===== config.mk =====
export PLATFORM = sky130hd
export DESIGN_NAME = exu_ctrl
export DESIGN_NICKNAME = d
export VERILOG_FILES = /design/src/rtl/exu_ctrl_pkg.sv /design/src/rtl/exu_ctrl_tmo.sv /design/src/rtl/exu_ctrl.sv
export SDC_FILE = /design/constraint.sdc
export NUM_CORES = 1
export LEC_CHECK = 0
export ABC_AREA = 1
export ABC_CLOCK_PERIOD_IN_PS = 4300
export CAP_MARGIN = 15
export CORE_MARGIN = 5
export CORE_UTILIZATION = 30
export CTS_CLUSTER_DIAMETER = 80
export DETAILED_ROUTE_END_ITERATION = 10
export SYNTH_ARGS = -nofsm -noshare
export SYNTH_HDL_FRONTEND = slang
export SYNTH_SLANG_ARGS = --single-unit

===== constraint.sdc =====
create_clock -name clk -period 4.3 [get_ports clk]
set_clock_uncertainty 0.15 [all_clocks]
set_input_delay 0.86 -clock clk [delete_from_list [all_inputs] [get_ports clk]]
set_output_delay 0.86 -clock clk [all_outputs]
set_load 0.05 [all_outputs]

===== src/rtl/exu_ctrl_pkg.sv =====
// Shared constants and FSM encoding for the execute-stage memory/writeback controller.
package exu_ctrl_pkg;
  localparam int DEF_DATA_LEN       = 32;
  localparam int DEF_TIMEOUT_CYCLES = 255;

  typedef enum logic [1:0] {
    IDLE     = 2'd0,
    MEM_REQ  = 2'd1,
    MEM_WAIT = 2'd2,
    WB       = 2'd3
  } state_e;
endpackage


===== src/rtl/exu_ctrl_tmo.sv =====
// Memory-wait watchdog: counts cycles while run is high, flags expiry on the last allowed cycle.
module exu_ctrl_tmo #(
  parameter int TIMEOUT_CYCLES = 255
) (
  input  logic clk,
  input  logic rst,
  input  logic run,
  output logic expired
);
  localparam int CW = $clog2(TIMEOUT_CYCLES + 1);

  logic [CW-1:0] cnt;

  always_ff @(posedge clk or posedge rst) begin
    if (rst)           cnt <= '0;
    else if (!run)     cnt <= '0;
    else if (!expired) cnt <= cnt + 1'b1;
  end

  // Expiry lands on wait cycle number TIMEOUT_CYCLES, so WB follows right after it.
  assign expired = run && (cnt == CW'(TIMEOUT_CYCLES - 1));
endmodule


===== src/rtl/exu_ctrl.sv =====
// Single-in-flight execute controller: accepts an instruction, optionally runs one memory
// transaction, then holds writeback until consumed. Optional watchdog: EXU_CTRL_TIMEOUT_EN.
module exu_ctrl
  import exu_ctrl_pkg::*;
#(
  parameter int DATA_LEN       = DEF_DATA_LEN,
  parameter int TIMEOUT_CYCLES = DEF_TIMEOUT_CYCLES
) (
  input  logic                  clk,
  input  logic                  rst,
  input  logic                  id_valid,
  output logic                  id_ready,
  input  logic                  is_load,
  input  logic                  is_store,
  input  logic                  jump_flag,
  input  logic                  unusual_flag,
  input  logic [DATA_LEN-1:0]   addr_load,
  input  logic [DATA_LEN-1:0]   store_data,
  input  logic [DATA_LEN/8-1:0] store_mask,
  output logic                  mem_req_valid,
  input  logic                  mem_req_ready,
  output logic [DATA_LEN-1:0]   mem_req_addr,
  output logic                  mem_req_wen,
  output logic [DATA_LEN-1:0]   mem_req_wdata,
  output logic [DATA_LEN/8-1:0] mem_req_wmask,
  input  logic                  mem_resp_valid,
  input  logic [DATA_LEN-1:0]   mem_resp_data,
  output logic [DATA_LEN-1:0]   pre_data,
  output logic                  wb_valid,
  input  logic                  wb_ready,
  output logic                  flush,
  output logic                  fault
);
  localparam int MW = DATA_LEN / 8;

  state_e              state, state_nxt;
  logic [DATA_LEN-1:0] addr_q, wdata_q;
  logic [MW-1:0]       wmask_q;
  logic                store_q, jump_q;
  logic                accept, st_eff, mem_op, tmo_hit;

  assign accept = id_valid & id_ready;
  // Load wins when both load and store are flagged; a trap skips memory entirely.
  assign st_eff = is_store & ~is_load;
  assign mem_op = (is_load | is_store) & ~unusual_flag;

`ifdef EXU_CTRL_TIMEOUT_EN
  logic fault_q;

  exu_ctrl_tmo #(.TIMEOUT_CYCLES(TIMEOUT_CYCLES)) u_tmo (
    .clk     (clk),
    .rst     (rst),
    .run     (state == MEM_WAIT),
    .expired (tmo_hit)
  );

  always_ff @(posedge clk or posedge rst) begin
    if (rst)                                           fault_q <= 1'b0;
    else if (state == MEM_WAIT && !mem_resp_valid && tmo_hit) fault_q <= 1'b1;
    else if (state == WB && wb_ready)                  fault_q <= 1'b0;
  end

  assign fault = fault_q;
`else
  logic unused_tmo;
  assign unused_tmo = ^TIMEOUT_CYCLES;
  assign tmo_hit    = 1'b0;
  assign fault      = 1'b0;
`endif

  always_ff @(posedge clk or posedge rst) begin
    if (rst) state <= IDLE;
    else     state <= state_nxt;
  end

  always_comb begin
    state_nxt = state;
    case (state)
      IDLE:     if (accept)                    state_nxt = mem_op ? MEM_REQ : WB;
      MEM_REQ:  if (mem_req_ready)             state_nxt = MEM_WAIT;
      MEM_WAIT: if (mem_resp_valid || tmo_hit) state_nxt = WB;
      WB:       if (wb_ready)                  state_nxt = IDLE;
      default:                                 state_nxt = IDLE;
    endcase
  end

  always_comb begin
    id_ready      = (state == IDLE);
    mem_req_valid = (state == MEM_REQ);
    mem_req_wen   = (state == MEM_REQ) & store_q;
    wb_valid      = (state == WB);
    flush         = (state == WB) & wb_ready & jump_q;
  end

  assign mem_req_addr  = addr_q;
  assign mem_req_wdata = wdata_q;
  assign mem_req_wmask = wmask_q;

  always_ff @(posedge clk or posedge rst) begin
    if (rst) begin
      addr_q   <= '0;
      wdata_q  <= '0;
      wmask_q  <= '0;
      store_q  <= 1'b0;
      jump_q   <= 1'b0;
      pre_data <= '0;
    end else begin
      if (accept) begin
        addr_q  <= addr_load;
        wdata_q <= st_eff ? store_data : '0;
        wmask_q <= st_eff ? store_mask : '0;
        store_q <= st_eff;
        jump_q  <= jump_flag | unusual_flag;
      end
      if (state == MEM_WAIT) begin
        if (mem_resp_valid) begin
          if (!store_q) pre_data <= mem_resp_data;
        end else if (tmo_hit) begin
          pre_data <= '0;
          jump_q   <= 1'b1;
        end
      end
    end
  end
endmodule


==> results of run 1 <==
[cell families after synthesis]
kind of cell	share of synthesized area
flip-flops	0.6098
AND/OR/NAND/NOR	0.1697
buffers and inverters	0.09674
AO/OA/AOI/OAI	0.1111
other	0.0008787
adder cells (fa/ha/maj)	0.01173
[synthesized netlist by cell type (all sizes together)]
cell type	count
nand2	178
dfrtp	104
inv	80
o21ai	73
buf	13
clkbuf	7
nor2	6
ha	4
conb	1
nand3	1
nand3b	1
or2	1
[routing by layer]
metal	track usage	up-vias	routed length (um)
li1	-	1816	-
met1	0.1700	1621	4800
met2	0.2381	126	5672
met3	0.05441	10	1248
met4	0.04818	0	169
met5	0	-	0
[cell type report]
type / count / area, um2
fill: 1304 / 7039
sequential: 104 / 2603
timing repair buffer: 217 / 2185
multi-input combinational: 265 / 1257
inverter: 80 / 302.8
clock buffer: 11 / 242.7
tap: 180 / 225.2
clock inverter: 5 / 80.08
[worst paths after layout]
check | endpoint | slack (ns) | cells past startpoint
setup / recovery | flush | 1.01 | 4
hold / removal | mem_req_addr[14] | 0.33 | 2
setup reg to reg | mem_req_wdata[11] | 1.67 | 6
hold reg to reg | mem_req_addr[14] | 0.33 | 2
max in group asynchronous | mem_req_addr[16] | 2.57 | 3
min in group asynchronous | pre_data[0] | 0.76 | 2
[stage by stage]
| step | total power (uW) | instances | setup slack, ns | util |
|---|---|---|---|---|
| after detailed placement | 4977 | 845 | 1.007 | 0.4697 |
| after global routing | 6138 | 862 | 0.9434 | 0.4948 |
| final | 5810 | 862 | 1.014 | 0.4948 |
| after global placement | 4941 | 845 | 0.9854 | 0.4697 |
| after floorplan | 3797 | 469 | 0.5578 | - |
| after CTS | 5889 | 861 | 1.012 | 0.4929 |
[flip-flops by register name, summed over array words and instances (netlist names)]
| signal | flops |
|---|---|
| pre_data | 32 |
| mem_req_wmask | 4 |
| state | 2 |
| jump_q | 1 |
| mem_req_wdata | 32 |
| store_q | 1 |
| mem_req_addr | 32 |
[report_power, final]
| group | internal, uW | total, uW | leakage, uW | switching, uW |
|---|---|---|---|---|
| clock network | 525 | 884 | 0.000152 | 358 |
| registers | 1410 | 1640 | 0.00134 | 231 |
| logic | 1060 | 3280 | 0.00192 | 2230 |
| total | 2990 | 5810 | 0.00341 | 2820 |
[placed cells by master (no fill, tap or decap), types with 2 or more instances in the layout]
master / count
clkbuf_16: 9
inv_1: 78
buf_4: 2
nand2_1: 177
clkdlybuf4s50_1: 214
o21ai_2: 29
bufinv_16: 2
o21ai_0: 44
dfrtp_1: 104
nor2_1: 6
ha_1: 4
clkinvlp_4: 2
[worst register-to-register path, stage by stage, from the launching register on]
cell	delay (ns)
dfrtp_1	0.41
inv_1	0.10
ha_1	0.31
nand2_2	0.09
inv_2	0.48
nand3b_4	0.62
o21ai_0	0.38
==> flow_metrics.tcl, run 1 <==
set metrics [dict create \
    dr.pass1.iters 4 \
    hold_viol_final 0 \
    max_stage_delay_ns 0.80 \
    crit_path_end_kind "output pin" \
    core_mm2 0.01393 \
    grt_max_degree 87 \
    powerDensity_mw_per_mm2 842.6 \
    ys_seq_elements 104 \
    period_share 0.7641 \
    route.detailed.drc 0 \
    grt_usage 0.1428 \
    fp-row-count 43 \
    setup_tns_ns 0 \
    cts.clk_slew.worst_paths_ns 0.06 \
    cts_buffer_depth 2 \
    r2r_start "state[0]" \
    syn-num-nets 583 \
    yosysTopAreaCell "dfrtp_1" \
    tightest_slew_ns 0.9792 \
    fin_nets 791 \
    synthCells 469 \
    crit_chain "clkdlybuf4s50_1, nand2_1, nor2_1, clkdlybuf4s50_1" \
    slew_viol_final 0 \
    ir_drop_mv 0.4055 \
    yosysSeqAreaShare 0.6098 \
    fin_area_mm2 0.006895 \
    hp-class "reg2reg" \
    whs_ns 0.3254 \
    synth.area.top_cells "dfrtp_1 (61%), nand2_1 (16%), inv_1 (6.9%), o21ai_2 (6.0%), o21ai_0 (5.2%)" \
    grt_overflow 0 \
    die_area_mm2 0.01671 \
    insertion_delay_ns 0.34 \
    io_pins 216 \
    drt_iter0_markers 142 \
    grt_pass1_vias 3750 \
    critPathLaunch "wb_ready" \
    cp_num_buf_inv 2 \
    postRouteWirelength_um 11890 \
    vias_per_cell 4.145 \
    cts_root_buf "clkbuf_16" \
    critPathLaunchType "primary input" \
    critical-path-top-delay-family "buffers and inverters" \
    dieWidth_um 129.3 \
    routed-via-count 3573 \
    cts.htree.levels 3 \
    numClockSinks 104 \
    p_leak_uw 0.003406 \
    period_needed_ns 3.286 \
    cp_max_fo 2 \
    rsz0062_at_grt "false" \
    holdBufCountCts 0 \
    status "finished clean" \
    ys_types 17 \
    grt_first_pass_wirelength_um 18720 \
    post_drt_wl_per_cell_um 13.79 \
    maxCapViolCount 0 \
    slowest_stage "clkdlybuf4s50_1" \
    cts_buffers 9 \
    cp.arrival_ns 2.28 \
    setup_viol 0 \
    relSlewSlack 0.3465 \
    post_cts_buffers 0 \
    cp_common_cell "clkdlybuf4s50_1" \
    syn_area_mm2 0.004268 \
    place.gp.congestion 0.7977 \
    yosys_warnings 0 \
    synth_top_area_share 0.6098 \
    min-delay-start "mem_req_addr[14]" \
    fp.dieH_um 129.3 \
    diodes 0 \
    crit_type "in2out" \
    initial_core_util 0.3063 \
    area_growth_pct 61.57 \
    antenna_found_initial 0 \
    cts-resized-gates 0 \
    ant_nets 0 \
    layout-drive-gt1-share 0.07771 \
    placed_cell_area_mm2 0.006545 \
    required_ns 3.29 \
    port_buffers 214 \
    cts_tree "yes" \
    dpl.hpwl_um 8716 \
    fmax_mhz 304.3 \
    avgSynthCellArea_um2 9.100 \
]
Note: power is estimated with default switching activity, not from simulation.
==> run 2, diff against run 1 <==
- ABC_CLOCK_PERIOD_IN_PS: 4300 -> 2900
- PLACE_DENSITY: unset -> 0.66
- clock period: 4.3 -> 2.9 ns (I/O delays scaled with it)
==> flow_metrics.tcl, run 2 (synthesis gave the netlist of run 1 again) <==
set metrics [dict create \
    die_area_mm2 0.01671 \
    hold_viol_final 0 \
    io_pins 216 \
    dieWidth_um 129.3 \
    dr.pass1.iters 4 \
    fin_cells 863 \
    slowest_stage "clkdlybuf4s50_1" \
    final_core_util 0.4938 \
    vias_per_cell 4.240 \
    fin_nets 793 \
    critPathLaunchType "flip-flop" \
    route.detailed.drc 0 \
    place_inst 848 \
    post_cts_buffers 0 \
    cp_num_buf_inv 2 \
    crit_path_end_kind "output pin" \
    port_buffers 214 \
    ant_nets 0 \
    fp-row-count 43 \
    antenna_found_initial 0 \
    required_ns 2.17 \
    grt_usage 0.1413 \
    initial_core_util 0.3063 \
    area_growth_pct 61.21 \
    combPwrFrac 0.573 \
    crit_chain "inv_1, ha_1, clkdlybuf4s50_1" \
    rsz0062_at_grt "false" \
    routed-via-count 3659 \
    status "finished clean" \
    max_stage_delay_ns 0.87 \
    setup_viol 0 \
    place.gp.congestion 0.8086 \
    powerDensity_mw_per_mm2 1239 \
    seq_power_share 0.288 \
    cts-resized-gates 0 \
    drt_iter0_markers 157 \
    switching_share 0.4887 \
    slew_viol_final 0 \
    cts_buffers 9 \
    relSlewSlack 0.5379 \
    postRouteWirelength_um 12040 \
    fp.dieH_um 129.3 \
    period_share 0.9453 \
    dpl.hpwl_um 9058 \
    insertion_delay_ns 0.34 \
    fmax_mhz 364.8 \
    critical-path-top-delay-family "buffers and inverters" \
    crit_type "reg2out" \
    cp_max_fo 6 \
    holdBufCountCts 0 \
    numClockSinks 104 \
    period_needed_ns 2.741 \
    final_common_cell "clkdlybuf4s50_1" \
    p_int_uw 4358 \
    cts.htree.levels 3 \
    ir_drop_mv 0.5362 \
    cts.clk_slew.worst_paths_ns 0.07 \
    rrSetupSlack_ns 0.84 \
    hp-class "reg2reg" \
    maxCapViolCount 0 \
    grt_overflow 0 \
    diodes 0 \
    p_leak_uw 0.003399 \
    clockPowerShare 0.139 \
    cts_buffer_depth 2 \
    layout-drive-gt1-share 0.07906 \
    setup_tns_ns 0 \
    post_drt_wl_per_cell_um 13.95 \
    grt_pass1_vias 3705 \
    grt_max_degree 69 \
    cts_tree "yes" \
    most-common-layout-cells "clkdlybuf4s50_1 (213), nand2_1 (177), dfrtp_1 (104)" \
    switchingPower_uw 4165 \
    grt_first_pass_wirelength_um 18580 \
    whs_ns 0.3290 \
    cts_root_buf "clkbuf_16" \
    cp.arrival_ns 2.01 \
    tightest_slew_ns 0.6932 \
    core_mm2 0.01393 \
    power_uw 8523 \
]
## run 2: cell types whose count changed in the layout (fill, tap and decap cells not counted), sizes merged
cell / before / now
bufinv: 2 / 1
buf: 3 / 6
clkdlybuf4s50: 214 / 213
clkbuf: 11 / 12
inv: 80 / 79
## run 2: layer usage
layer  wire length, um  up-vias  GRT usage
met5                 0        -          0
met4               268        0    0.05744
met3               996       18    0.03710
met2              5916      138     0.2439
met1              4862     1686     0.1675
li1                  -     1817          -
## run 2: cell type report
class	instances	area [um2]
Clock inverter	3	42.54
Clock buffer	12	246.5
Tap cell	180	225.2
Inverter	80	304.0
Timing Repair Buffer	219	2202
Sequential cell	104	2603
Fill cell	1279	7054
Multi-Input combinational cell	265	1257
## run 2: worst paths after layout
| path | start | to | cells past startpoint |
|---|---|---|---|
| worst max-delay path | state[0] | id_ready | 3 |
| max in group asynchronous | rst | pre_data[17] | 3 |
| worst min register to register | mem_req_addr[0] | mem_req_addr[0] | 2 |
| worst min-delay path | mem_req_addr[0] | mem_req_addr[0] | 2 |
| worst max register to register | state[0] | mem_req_wdata[12] | 6 |
| min in group asynchronous | rst | mem_req_addr[20] | 2 |
## run 2: worst reg2reg max path, cell delays in order, from the launching register on
cell      delay (ns)
dfrtp_1         0.42
inv_1           0.11
ha_1            0.28
nand2_2         0.09
inv_2           0.08
nand3b_4        0.45
o21ai_0         0.38
## run 2: power by group through the flow
stage / Combinational [uW] / Sequential, uW / Clock, uW
2_1_floorplan: 1050 / 4580 / 0
3_3_place_gp: 4890 / 2450 / 0
3_5_place_dp: 4940 / 2480 / 0
4_1_cts: 4950 / 2460 / 1240
5_1_grt: 5160 / 2530 / 1290
6_report: 4880 / 2450 / 1190
## run 2: stage by stage
| step | worst slack (ns) | area, um2 |
|---|---|---|
| global placement | 0.5830 | 6591 |
| global route | 0.07448 | 6880 |
| finish | 0.1586 | 6880 |
| CTS | 0.1484 | 6880 |
| floorplan | 0.5538 | 4272 |
| detailed placement | 0.5177 | 6591 |
